[src/rtl/pipe_seq_ctrl.sv]
// Pipeline sequencing controller for the five-stage WISC core: pipeline/PC enables,
// bubbles and flushes for load-use, EX redirect, memory stalls and halt.
//
// state    | meaning
// ---------+-----------------------------------------------------------
// S_RUN    | normal issue; hazards resolved combinationally
// S_DWAIT  | whole pipeline frozen until data memory completes
// S_IWAIT  | fetch outstanding while a redirect target is held in pend
// S_HALTED | HALT retired through MEM/WB; only rst leaves
module pipe_seq_ctrl #(
   parameter int STALL_CNT_W = 16
) (
   input  logic                   clk,
   input  logic                   rst,
   input  logic [15:0]            ifid_instr,
   input  logic                   idex_mem_read,
   input  logic [2:0]             idex_dst_reg,
   input  logic                   ex_flush,
   input  logic [15:0]            ex_next_pc,
   input  logic                   imem_stall,
   input  logic                   imem_done,
   input  logic                   dmem_stall,
   input  logic                   dmem_done,
   input  logic                   memwb_halt,
   output logic                   pc_write,
   output logic                   pc_redirect,
   output logic [15:0]            pc_redirect_addr,
   output logic                   ifid_write,
   output logic                   idex_write,
   output logic                   exmem_write,
   output logic                   memwb_write,
   output logic                   ifid_flush,
   output logic                   idex_bubble,
   output logic                   halted,
   output logic [STALL_CNT_W-1:0] stall_count
);

   typedef enum logic [1:0] {S_RUN, S_DWAIT, S_IWAIT, S_HALTED} state_t;

   state_t                 r_state, w_state_nxt;
   logic                   r_pend_valid, w_pend_valid_nxt;
   logic [15:0]            r_pend_addr, w_pend_addr_nxt;
   logic [STALL_CNT_W-1:0] r_stall_count;

   logic [4:0]  w_opcode;
   logic        w_rs_used, w_rt_used, w_lu;
   logic [15:0] w_iwait_target;
   logic        w_unused_instr_bits;

   assign w_opcode            = ifid_instr[15:11];
   assign w_unused_instr_bits = ^ifid_instr[4:0];

   always_comb begin
      w_rs_used = 1'b1;
      case (w_opcode)
         5'b00000, 5'b00001, 5'b00010, 5'b00011,
         5'b00100, 5'b00110, 5'b11000: w_rs_used = 1'b0;
         default:                      w_rs_used = 1'b1;
      endcase
      w_rt_used = (w_opcode == 5'b10000) || (w_opcode == 5'b10011) ||
                  (w_opcode == 5'b11010) || (w_opcode == 5'b11011) ||
                  (w_opcode[4:2] == 3'b111);
   end

   assign w_lu = idex_mem_read &&
                 ((w_rs_used && (ifid_instr[10:8] == idex_dst_reg)) ||
                  (w_rt_used && (ifid_instr[7:5] == idex_dst_reg)));

   // A late flush while waiting replaces the held target, even on the completion cycle.
   assign w_iwait_target = ex_flush ? ex_next_pc : r_pend_addr;

   always_comb begin
      w_state_nxt      = r_state;
      w_pend_valid_nxt = r_pend_valid;
      w_pend_addr_nxt  = r_pend_addr;
      pc_write         = 1'b1;
      ifid_write       = 1'b1;
      idex_write       = 1'b1;
      exmem_write      = 1'b1;
      memwb_write      = 1'b1;
      pc_redirect      = 1'b0;
      pc_redirect_addr = r_pend_addr;
      ifid_flush       = 1'b0;
      idex_bubble      = 1'b0;
      halted           = 1'b0;

      case (r_state)
         S_RUN: begin
            if (dmem_stall) begin
               {pc_write, ifid_write, idex_write, exmem_write, memwb_write} = 5'b0;
               w_state_nxt = S_DWAIT;
            end else if (ex_flush) begin
               pc_redirect      = 1'b1;
               pc_redirect_addr = ex_next_pc;
               ifid_flush       = 1'b1;
               idex_bubble      = 1'b1;
               if (imem_stall) begin
                  pc_write         = 1'b0;
                  w_pend_addr_nxt  = ex_next_pc;
                  w_pend_valid_nxt = 1'b1;
                  w_state_nxt      = S_IWAIT;
               end
            end else if (w_lu) begin
               pc_write    = 1'b0;
               ifid_write  = 1'b0;
               idex_bubble = 1'b1;
            end else if (imem_stall) begin
               pc_write   = 1'b0;
               ifid_flush = 1'b1;
            end
         end
         S_DWAIT: begin
            if (dmem_done) begin
               w_state_nxt = S_RUN;
            end else begin
               {pc_write, ifid_write, idex_write, exmem_write, memwb_write} = 5'b0;
            end
         end
         S_IWAIT: begin
            pc_write   = 1'b0;
            ifid_flush = 1'b1;
            if (dmem_stall) begin
               {pc_write, ifid_write, idex_write, exmem_write, memwb_write} = 5'b0;
            end else begin
               if (ex_flush) begin
                  w_pend_addr_nxt = ex_next_pc;
                  idex_bubble     = 1'b1;
               end
               if (imem_done) begin
                  pc_write         = 1'b1;
                  pc_redirect      = r_pend_valid | ex_flush;
                  pc_redirect_addr = w_iwait_target;
                  w_pend_valid_nxt = 1'b0;
                  w_state_nxt      = S_RUN;
               end
            end
         end
         S_HALTED: begin
            {pc_write, ifid_write, idex_write, exmem_write, memwb_write} = 5'b0;
            halted = 1'b1;
         end
         default: w_state_nxt = S_RUN;
      endcase

      if (memwb_halt && memwb_write) begin
         w_state_nxt = S_HALTED;
      end

      if (rst) begin
         {pc_write, ifid_write, idex_write, exmem_write, memwb_write} = 5'b0;
         pc_redirect = 1'b0;
         ifid_flush  = 1'b0;
         idex_bubble = 1'b0;
         halted      = 1'b0;
      end
   end

   always_ff @(posedge clk) begin
      if (rst) begin
         r_state       <= S_RUN;
         r_pend_valid  <= 1'b0;
         r_pend_addr   <= 16'h0000;
         r_stall_count <= '0;
      end else begin
         r_state      <= w_state_nxt;
         r_pend_valid <= w_pend_valid_nxt;
         r_pend_addr  <= w_pend_addr_nxt;
         if (!pc_write && (r_state != S_HALTED) && (r_stall_count != '1)) begin
            r_stall_count <= r_stall_count + 1'b1;
         end
      end
   end

   assign stall_count = r_stall_count;

endmodule

[config.mk]
export PLATFORM = sky130hd
export DESIGN_NAME = pipe_seq_ctrl
export DESIGN_NICKNAME = d
export VERILOG_FILES = /design/src/rtl/pipe_seq_ctrl.sv
export SDC_FILE = /design/constraint.sdc
export NUM_CORES = 1
export LEC_CHECK = 0
export BUFFER_PORTS_ARGS = -buffer_cell sky130_fd_sc_hd__buf_4
export CAP_MARGIN = 20
export CORE_UTILIZATION = 49
export CTS_CLUSTER_DIAMETER = 200
export DETAILED_ROUTE_END_ITERATION = 8
export GPL_ROUTABILITY_DRIVEN = 0
export PLACE_DENSITY_LB_ADDON = 0.1
export SYNTH_ARGS = -nofsm -noshare
export SYNTH_HDL_FRONTEND = slang
export SYNTH_SLANG_ARGS = --single-unit
export TNS_END_PERCENT = 20
[constraint.sdc]
create_clock -name clk -period 3.6 [get_ports clk]
set_input_delay 0.72 -clock clk [delete_from_list [all_inputs] [get_ports clk]]
set_output_delay 0.72 -clock clk [all_outputs]
set_load 0.01 [all_outputs]
-- Word level (Yosys, flattened, before mapping)
Cells that the tools add are included.
- output and inout bits: 41
- input port bits: 44
- bits in registers: 35
- bitwise operators: 1
- reduce and logical (&&, ||, !) cells: 21
- multiplexer cells: 60
- add/sub/neg operators: 1
- equality and inequality tests: 28
- operator list (operator ; number):
    2-to-1 mux 16 bit ; 7
    one-hot mux 16 bit (2 select lines) ; 2
    2-to-1 mux 1 bit ; 36
    == test 5 bit (second input constant) ; 5
    adder 16 x 1 -> 16 bit (second input constant) ; 1
    inequality test 16 bit (second input constant) ; 1
    2-to-1 mux 2 bit ; 7
    inequality test 2 bit (second input constant) ; 6
    AND reduction 6 bit ; 2
    == test 5 x 2 -> 1 bit (second input constant) ; 2
    == test 5 x 3 -> 1 bit (second input constant) ; 2
    inequality test 3 bit (second input constant) ; 3
    inequality test 4 bit (second input constant) ; 2
    one-hot mux 1 bit (2 select lines) ; 4
    one-hot mux 1 bit (4 select lines) ; 2
    OR reduction 7 bit ; 1
    == test 3 bit ; 2
    logical AND 1 bit ; 6
    one-hot mux 2 bit (3 select lines) ; 1
    == test 5 x 1 -> 1 bit (second input constant) ; 1
    zero test 5 bit ; 1
    logical OR 1 bit ; 5
    == test 2 bit (second input constant) ; 2
    AND reduction 4 bit ; 1
    9 further kinds ; 9

-- Depth between registers and ports, before layout
- depth in word-level cells: 16
- gate-level depth with buffers: 11
- mapped depth without buffers: 8

-- Least setup slack after synthesis
No wires, ideal clock.
- path kind: input-to-output
- from: input port ex_flush
- to: output port pc_redirect_addr[0]
- arrival: 2.198 ns
- buffers on the path: 2
- path slack: 0.682 ns
- stages on the path: 6
- cells stage by stage: clkbuf_1 nand3_1 clkbuf_1 mux2_2 a222oi_1 inv_1
- longest elaborated chain between the ends: 4
- elaborated cells on any way between the ends: 5
- those cells by class: 5 x mux
- RTL lines (element ; line ; RTL):
    start, declared ; 18 ; input logic ex_flush,
    2-to-1 mux 16 bit (*) ; 70, 92 ;
    2-to-1 mux 16 bit ; 129 ; if (imem_done) begin
    2-to-1 mux 16 bit ; 122 ; if (dmem_stall) begin
    one-hot mux 16 bit (2 select lines) (*) ; 87 ; case (r_state)
    end, declared ; 27 ; output logic [15:0] pc_redirect_addr,
Mark *: on every way between the ends. The rest lies on a longest branch, timed or not.

-- Worst setup path in the final report
- from: input port dmem_stall
- to: output port pc_redirect_addr[6]
- longest elaborated chain between the ends: 2
- elaborated cells on any way between the ends: 3
- those cells by class: 3 x mux
- RTL lines (element ; line ; RTL):
    start, declared ; 22 ; input logic dmem_stall,
    2-to-1 mux 16 bit (on tied branches) ; 122, 89 ;
    one-hot mux 16 bit (2 select lines) (*) ; 87 ;
Marked as above.

==> flow_summary.html <==
<table>
<tr><th>Metric</th><th>Value</th></tr>
<tr><th colspan="2">Layout</th></tr>
<tr><td>Count of inserted antenna diode cells</td><td>0</td></tr>
<tr><td>Area added between synthesis and finish</td><td>27.2%</td></tr>
<tr><td>Post-Layout Inst Area</td><td>3150 µm²</td></tr>
<tr><td>Final Net Count</td><td>415</td></tr>
<tr><td>Layout filler cell count</td><td>455</td></tr>
<tr><td>Storage cell area</td><td>701 µm²</td></tr>
<tr><td>Final core utilization</td><td>0.658</td></tr>
<tr><td>Area of combinational cells with multiple inputs</td><td>1570 µm²</td></tr>
<tr><td>Share of cells above drive strength 1</td><td>0.332</td></tr>
<tr><th colspan="2">Route</th></tr>
<tr><td>Residual antenna-violating net count after detailed routing</td><td>0</td></tr>
<tr><td>Avg WL per Cell</td><td>13.3 µm</td></tr>
<tr><td>Vias after detailed routing</td><td>2,441</td></tr>
<tr><td>Total routed wirelength</td><td>5740 µm</td></tr>
<tr><td>Pre-Repair DR Iteration Count</td><td>5</td></tr>
<tr><td>Detail-routed via count per cell</td><td>5.65</td></tr>
<tr><td>DRC violation count after routing</td><td>0</td></tr>
<tr><td>Violation count after the first detailed-route iteration</td><td>239</td></tr>
<tr><th colspan="2">Run status</th></tr>
<tr><td>Status</td><td>finished clean</td></tr>
<tr><th colspan="2">Pwr</th></tr>
<tr><td>Overall power of the completed layout</td><td>1.33 mW</td></tr>
<tr><td>Sequential group share of total power</td><td>0.346</td></tr>
<tr><td>Internal cell power</td><td>838 µW</td></tr>
<tr><td>Clock network fraction of design power</td><td>0.198</td></tr>
<tr><td>P per Cell Area</td><td>421 nW/µm²</td></tr>
<tr><td>Net switching share of the total power</td><td>0.368</td></tr>
<tr><td>Relative contribution of combinational cells to total power</td><td>0.456</td></tr>
<tr><td>Leakage power</td><td>1.38 nW</td></tr>
<tr><td>Maximum vdd drop</td><td>0.284 mV</td></tr>
<tr><td>Power spent charging and discharging nets</td><td>488 µW</td></tr>
<tr><th colspan="2">STA</th></tr>
<tr><td>Final hold viol count</td><td>0</td></tr>
<tr><td>Number of setup violations in the final report</td><td>0</td></tr>
<tr><td>Unrepaired setup endpoints after global routing</td><td>no</td></tr>
<tr><td>Actual slew at the worst max-slew pin</td><td>0.462 ns</td></tr>
<tr><td>Worst rel slew slack</td><td>0.692</td></tr>
<tr><td>Max Transition Viols Final</td><td>0</td></tr>
<tr><td>Min Tclk post-route</td><td>2.96 ns</td></tr>
<tr><td>Setup slack after layout</td><td>0.637 ns</td></tr>
<tr><td>Setup TNS after final layout</td><td>0 ns</td></tr>
<tr><td>Post-route fraction of the period consumed by the critical path</td><td>0.823</td></tr>
<tr><td>Max Fclk</td><td>0.338 GHz</td></tr>
<tr><td>Worst-case clock skew</td><td>0.00642 ns</td></tr>
<tr><th colspan="2">Global routing</th></tr>
<tr><td>Number of global-route vias before repair</td><td>2,112</td></tr>
<tr><td>Antenna violations before repair</td><td>0</td></tr>
<tr><td>Global router's overall resource usage</td><td>0.227</td></tr>
<tr><td>Overflow left after global routing</td><td>0</td></tr>
<tr><td>Global-route wire length before repair</td><td>9650 µm</td></tr>
<tr><td>Maximum number of pins on one net before global-route repair</td><td>48</td></tr>
<tr><th colspan="2">Yosys</th></tr>
<tr><td>Post-Syn Area</td><td>2480 µm²</td></tr>
<tr><td>Count of distinct cell types in the synthesized netlist</td><td>47</td></tr>
<tr><td>Synth top area cells</td><td>dfxtp_1 (28%), mux2_2 (8.6%), mux2i_1 (8.1%)</td></tr>
<tr><td>Cell count after synthesis</td><td>296</td></tr>
<tr><td>Number of enable flip-flop cells after synthesis</td><td>0</td></tr>
<tr><td>Cell taking the most area after synthesis</td><td>dfxtp_1</td></tr>
<tr><td>Number of storage elements in the synthesis netlist</td><td>35</td></tr>
<tr><td>Net count after synthesis</td><td>345</td></tr>
<tr><td>Most frequently used flop master after synthesis</td><td>dfxtp_1</td></tr>
<tr><td>Cell with the most instances after synthesis</td><td>dfxtp_1</td></tr>
<tr><td>Area share of the leading cell type in the synthesized netlist</td><td>0.283</td></tr>
<tr><td>Leading cell types by count after synthesis</td><td>dfxtp_1 (35), nor2_1 (28), inv_1 (22)</td></tr>
<tr><td>Proportion of register bits with asynchronous set or reset after synthesis</td><td>0</td></tr>
<tr><td>Ys Warns</td><td>0</td></tr>
<tr><td>Post-synthesis average cell area</td><td>8.37 µm²</td></tr>
<tr><td>Seq/Total Area, Yosys</td><td>0.283</td></tr>
<tr><th colspan="2">Clocking</th></tr>
<tr><td>Count of buffers added by post-CTS timing repair for setup</td><td>0</td></tr>
<tr><td>Sink Count</td><td>35</td></tr>
<tr><td>Clock tree root driver cell</td><td>clkbuf_8</td></tr>
<tr><td>Later-pin clock latency in the skew report</td><td>0.28 ns</td></tr>
<tr><td>Bufs on Longest Clock Path</td><td>2</td></tr>
<tr><td>H-Tree Level Count</td><td>2</td></tr>
<tr><td>Clock-pin slew on the worst setup and hold paths</td><td>0.06 ns</td></tr>
<tr><td>Number of gates resized after cts</td><td>0</td></tr>
<tr><td>Number of CTS-inserted buffers</td><td>5</td></tr>
<tr><td>TritonCTS clock tree</td><td>yes</td></tr>
<tr><td>Post-CTS Hold Buffers</td><td>0</td></tr>
<tr><th colspan="2">Place</th></tr>
<tr><td>Sum of net half-perimeters after detailed placement</td><td>3990 µm</td></tr>
<tr><td>Pre-CTS worst setup slack</td><td>0.667 ns</td></tr>
<tr><td>Number of I/O port buffers</td><td>79</td></tr>
<tr><td>Post-place instance area</td><td>3080 µm²</td></tr>
<tr><th colspan="2">Floorplanning</th></tr>
<tr><td>Area of the die</td><td>5340 µm²</td></tr>
<tr><td>Initial standard-cell utilization of the core</td><td>0.518</td></tr>
<tr><td>I/O Pins</td><td>85</td></tr>
<tr><td>Total number of placement rows</td><td>25</td></tr>
<tr><td>Area inside the core boundary</td><td>4790 µm²</td></tr>
<tr><td>Chip width</td><td>73.1 µm</td></tr>
<tr><td>Die extent in y</td><td>73.1 µm</td></tr>
<tr><th colspan="2">Setup path</th></tr>
<tr><td>WP data required</td><td>2.88 ns</td></tr>
<tr><td>Worst Path Arrival</td><td>2.24 ns</td></tr>
<tr><td>Kind of launch point of the worst setup path</td><td>input pin</td></tr>
<tr><td>Worst Setup End Kind</td><td>output pin</td></tr>
<tr><td>Category of the critical setup timing path</td><td>input pin to output pin</td></tr>
<tr><td>Top fanout value on the critical path</td><td>16</td></tr>
<tr><th colspan="2">Worst hold path</th></tr>
<tr><td>Classification of the worst-slack hold path</td><td>register to register</td></tr>
<tr><th colspan="2">Job</th></tr>
<tr><td>Total of max-cap violations</td><td>0</td></tr>
</table>
## cells in the final DEF (no fill, tap or decap), types with 8 or more instances in the layout
master / synthesis / layout
a222oi_1: 16 / 16
nor2_1: 28 / 28
o21ai_0: 9 / 9
mux2i_1: 20 / 20
buf_4: 4 / 86
nand2_1: 12 / 12
mux2_2: 19 / 19
dfxtp_1: 35 / 35
or4_1: 9 / 9
nor2b_1: 8 / 8
inv_1: 22 / 22
o31ai_1: 9 / 9
a21oi_1: 19 / 19
## logic make-up after synthesis
logic type	Yosys count	synth area share
flops	35	0.283
simple gates	98	0.215
compound gates	68	0.202
buf+inv	45	0.0874
mux	39	0.167
xor+xnor	6	0.0212
fa+ha+maj	5	0.0253
## power groups by stage
stage               clock [mW]  sequential [mW]  combinational, mW
floorplan                    0            0.463              0.390
global placement             0            0.466              0.596
detailed placement           0            0.466              0.601
CTS                      0.269            0.458              0.605
global route             0.286            0.465              0.666
finish                   0.263            0.459              0.604
## sequential cells by signal (all words and copies together) (netlist names)
register	cells
r_state	2
r_pend_addr	16
stall_count	16
r_pend_valid	1
## worst paths after layout
path	from	to	slack (ns)	cells past startpoint
worst min-delay path	r_pend_valid	r_pend_valid	0.48	2
worst max register to register	r_state[0]	stall_count[0]	1.16	10
worst min register to register	r_pend_valid	r_pend_valid	0.48	2
worst max-delay path	dmem_stall	pc_redirect_addr[6]	0.64	8
## metal layers
| metal | part of all wire | GRT usage |
|---|---|---|
| met5 | 0 | 0 |
| met4 | 0.0070 | 0.0566 |
| met3 | 0.050 | 0.0428 |
| met2 | 0.47 | 0.368 |
| met1 | 0.47 | 0.308 |
## layout make-up
class                           instances  area share
Clock buffer                            6      0.0230
Multi-Input combinational cell        216       0.497
Sequential cell                        35       0.222
Inverter                               22      0.0262
Timing Repair Buffer                   86       0.205
Tap cell                               67      0.0266
## critical path, stage by stage
cell	delay, ns
buf_4	0.13
inv_1	0.11
nand3_1	0.11
buf_4	0.24
mux2_2	0.37
a222oi_1	0.33
inv_1	0.08
buf_4	0.15
## metrics by stage
step / instances / hold slack, ns
finish: 432 / 0.480
global route: 432 / 0.525
CTS: 432 / 0.481
detailed placement: 426 / 0.468
global placement: 426 / 0.469
floorplan: 296 / 0.450
Power figures use the tool's default switching activity.
